**src/rtl/prio_encoder_4to2.sv**
```systemverilog
// rtl/prio_encoder_4to2.sv - registered highest-set-bit priority encoder
module prio_encoder_4to2 #(
  parameter int IN_WIDTH = 4
) (
  input  logic                          clk,
  input  logic                          reset,
  input  logic [IN_WIDTH-1:0]           in_data,
  output logic [$clog2(IN_WIDTH)-1:0]   out_data,
  output logic                          out_valid
);

  localparam int OUT_WIDTH = $clog2(IN_WIDTH);

  logic [OUT_WIDTH-1:0] w_idx;
  logic                 w_any_set;
  logic [OUT_WIDTH-1:0] r_out_data;
  logic                 r_out_valid;

  // Ascending scan: a later (higher) set bit overwrites earlier ones, so the MSB wins.
  always_comb begin
    w_idx     = '0;
    w_any_set = 1'b0;
    for (int i = 0; i < IN_WIDTH; i++) begin
      if (in_data[i]) begin
        w_idx     = OUT_WIDTH'(i);
        w_any_set = 1'b1;
      end
    end
  end

  always_ff @(posedge clk) begin
    if (reset) begin
      r_out_data  <= '0;
      r_out_valid <= 1'b0;
    end else begin
      r_out_data  <= w_idx;
      r_out_valid <= w_any_set;
    end
  end

  assign out_data  = r_out_data;
  assign out_valid = r_out_valid;

endmodule

```
**config.mk**
```make
export PLATFORM = sky130hd
export DESIGN_NAME = prio_encoder_4to2
export DESIGN_NICKNAME = d
export VERILOG_FILES = /design/src/rtl/prio_encoder_4to2.sv
export SDC_FILE = /design/constraint.sdc
export NUM_CORES = 1
export LEC_CHECK = 0
export ABC_AREA = 1
export BUFFER_PORTS_ARGS = -buffer_cell sky130_fd_sc_hd__clkbuf_2
export CORE_AREA = 2 2 39 41
export CTS_CLUSTER_SIZE = 30
export DETAILED_ROUTE_END_ITERATION = 10
export DIE_AREA = 0 0 41 43
export MAX_ROUTING_LAYER = met4
export SYNTH_ARGS = -nofsm -noshare
export SYNTH_HDL_FRONTEND = slang
export SYNTH_SLANG_ARGS = --single-unit
```
**constraint.sdc**
```tcl
create_clock -name clk -period 0.8 [get_ports clk]
set_clock_uncertainty 0.1 [all_clocks]
set_input_delay 0 -clock clk [delete_from_list [all_inputs] [get_ports clk]]
set_output_delay 0 -clock clk [all_outputs]
set_load 0.01 [all_outputs]
```
==> impl_metrics.yaml <==
status:
  status: "finished with violations"
  violations: "negative hold slack"
clocking:
  clock_sinks: 3
  cts_inserted_buffers: 3
  path_clk_slew_ns: 0.04
  h-tree-depth: 1
  clock_path_buffers: 2
  clockRootBuffer: "clkbuf_4"
  post-cts-setup-buffer-count: 0
  cts_tree: "built"
  postCtsResizedCells: 0
  postCtsHoldBufs: 2
synthesis:
  syn_inst: 12
  synth_warnings: 0
  syn_area_per_cell_sq_um: 9.280
  ys_async_sr_fraction: 0
  synth-edff-count: 0
  ys.flop_type: "dfxtp_1"
  synth.distinct_cells: 7
  synth.cell_area_sq_um: 111.4
  ys_seq_area_frac: 0.5393
  synth_commonest_cells: "dfxtp_1, inv_1, o21ai_2"
  synth_nets: 18
  yosys-top-cells-area: "dfxtp_1, o21ai_2, inv_1"
  yosysTopAreaCellShare: 0.5393
  synth_top_area_cell: "dfxtp_1"
  synth-seq-cells: 3
critical_path:
  end_kind: "register"
  worstSetupStartpointType: "input pin"
  path_class: "in2reg"
  crit_arrival_ns: 0.78
  path_max_fanout: 2
  crit_required_ns: 0.81
power_and_ir_drop:
  p_per_area_nw_per_um2: 2286
  power_leakage_nw: 0.1118
  power_w: 0.0004863
  peakVddDrop_mv: 0.2742
route:
  postRouteAntennaNets: 0
  drtPass1Iterations: 1
  wl_microns: 237
  wl_per_cell_microns: 5.780
  drc: 0
  drt-initial-drc-count: 0
  via_count: 120
  viasPerCell: 2.927
final_layout:
  area_growth_pct: 91.01
  nFillCells: 160
  antenna_cells: 0
  postLayoutCoreUtil: 0.1537
  nets: 32
  drive_above_1_share: 0.6000
  final_cells: 41
placement:
  routabilityCongestion: 0.5196
  place_ws_ns: 0.2454
  post-dp-hpwl_microns: 189.6
  place_inst: 36
  port_buffers: 8
sta:
  tightest_slew_ns: 0.1385
  final-setup-viol-count: 0
  period_minus_slack_ns: 0.7627
  rsz0062_at_grt: "no"
  setup_slack_ns: 0.03729
  max_clock_freq_ghz: 1.311
  fin_setup_tns_ns: 0
  period_share: 0.9534
  hold_viol: 2
  slew_headroom: 0.9077
  drv_slew: 0
  whs_ns: -0.1010
die:
  num_rows: 14
  die_area_sq_um: 1763
  io_pins: 9
  core_sq_um: 1384
  die_w_microns: 41
  die_h_microns: 43
  start_util: 0.08047
grt:
  grt_pass1_wl_microns: 338
  grt_overflow_total: 0
  grt_use_met3: 0.03141
  top_usage_layer: "met4"
  antenna_found_initial: 0
  grt_max_degree: 3
  use_met2: 0.03438
  grt_pass1_vias: 101
  met1_usage: 0.02875
  grt.total_usage: 0.03901
flow_run:
  cap_violations: 0
hold_path:
  hold_path_class: "in2reg"
registers in the layout, indices dropped and copies added, names as in the netlist:
signal     count
out_data       2
out_valid      1
layout make-up:
| type | instances | area, sq um | share of cell area |
|---|---|---|---|
| clock buffers | 4 | 26.28 | 0.1235 |
| repair buffers | 9 | 55.05 | 0.2588 |
| well taps | 16 | 20.02 | 0.09412 |
| inverters | 4 | 15.01 | 0.07059 |
| flip-flops and latches | 3 | 60.06 | 0.2824 |
| multi-input cells | 5 | 36.28 | 0.1706 |
critical path, stage by stage:
cell           delay [ns]
clkbuf_2             0.10
inv_1                0.04
nand2_1              0.06
a21oi_2              0.05
dlygate4sd3_1        0.54
logic make-up after synthesis:
group / synth area share
flip-flops: 0.5393
AND/OR/NAND/NOR: 0.08989
AO/OA/AOI/OAI: 0.2360
buffers and inverters: 0.1348
per-stage QoR:
| stage | instance area [sq um] | hold slack, ns |
|---|---|---|
| final | 212.7 | -0.1010 |
| after global routing | 212.7 | -0.09517 |
| after CTS | 217.7 | -0.1067 |
| after detailed placement | 171.4 | 0.09795 |
| after global placement | 171.4 | 0.09969 |
| after floorplan | 111.4 | -0.03756 |
path summary, 6_finish.rpt:
kind / start / slack, ns / to / depth (start not counted)
worst min-delay path: in_data[3] / -0.10 / out_data[1] / 3
worst max-delay path: in_data[2] / 0.04 / out_data[0] / 5
metal layers:
metal  routed length (microns)  vias to the layer above
li1                          -                       62
met1                        93                       49
met2                        90                        9
met4                         0                        0
met5                         0                        -
met3                        53                        0
placed cells by master, fill, tap and decap left out:
cell type and instances:
nand2_1 1, nand2_2 1, clkbuf_1 1, a21oi_2 1
inv_1 3, clkbuf_4 3, o21ai_2 2, inv_2 1
dfxtp_1 3, clkbuf_2 7, dlygate4sd3_1 2
power breakdown:
group          switching (W)  total [W]  internal [W]
Clock              0.0000773   0.000264      0.000187
Combinational      0.0000281  0.0000581     0.0000300
Sequential        0.00000260   0.000164      0.000161
No activity file was read; power rests on OpenSTA's default activity.
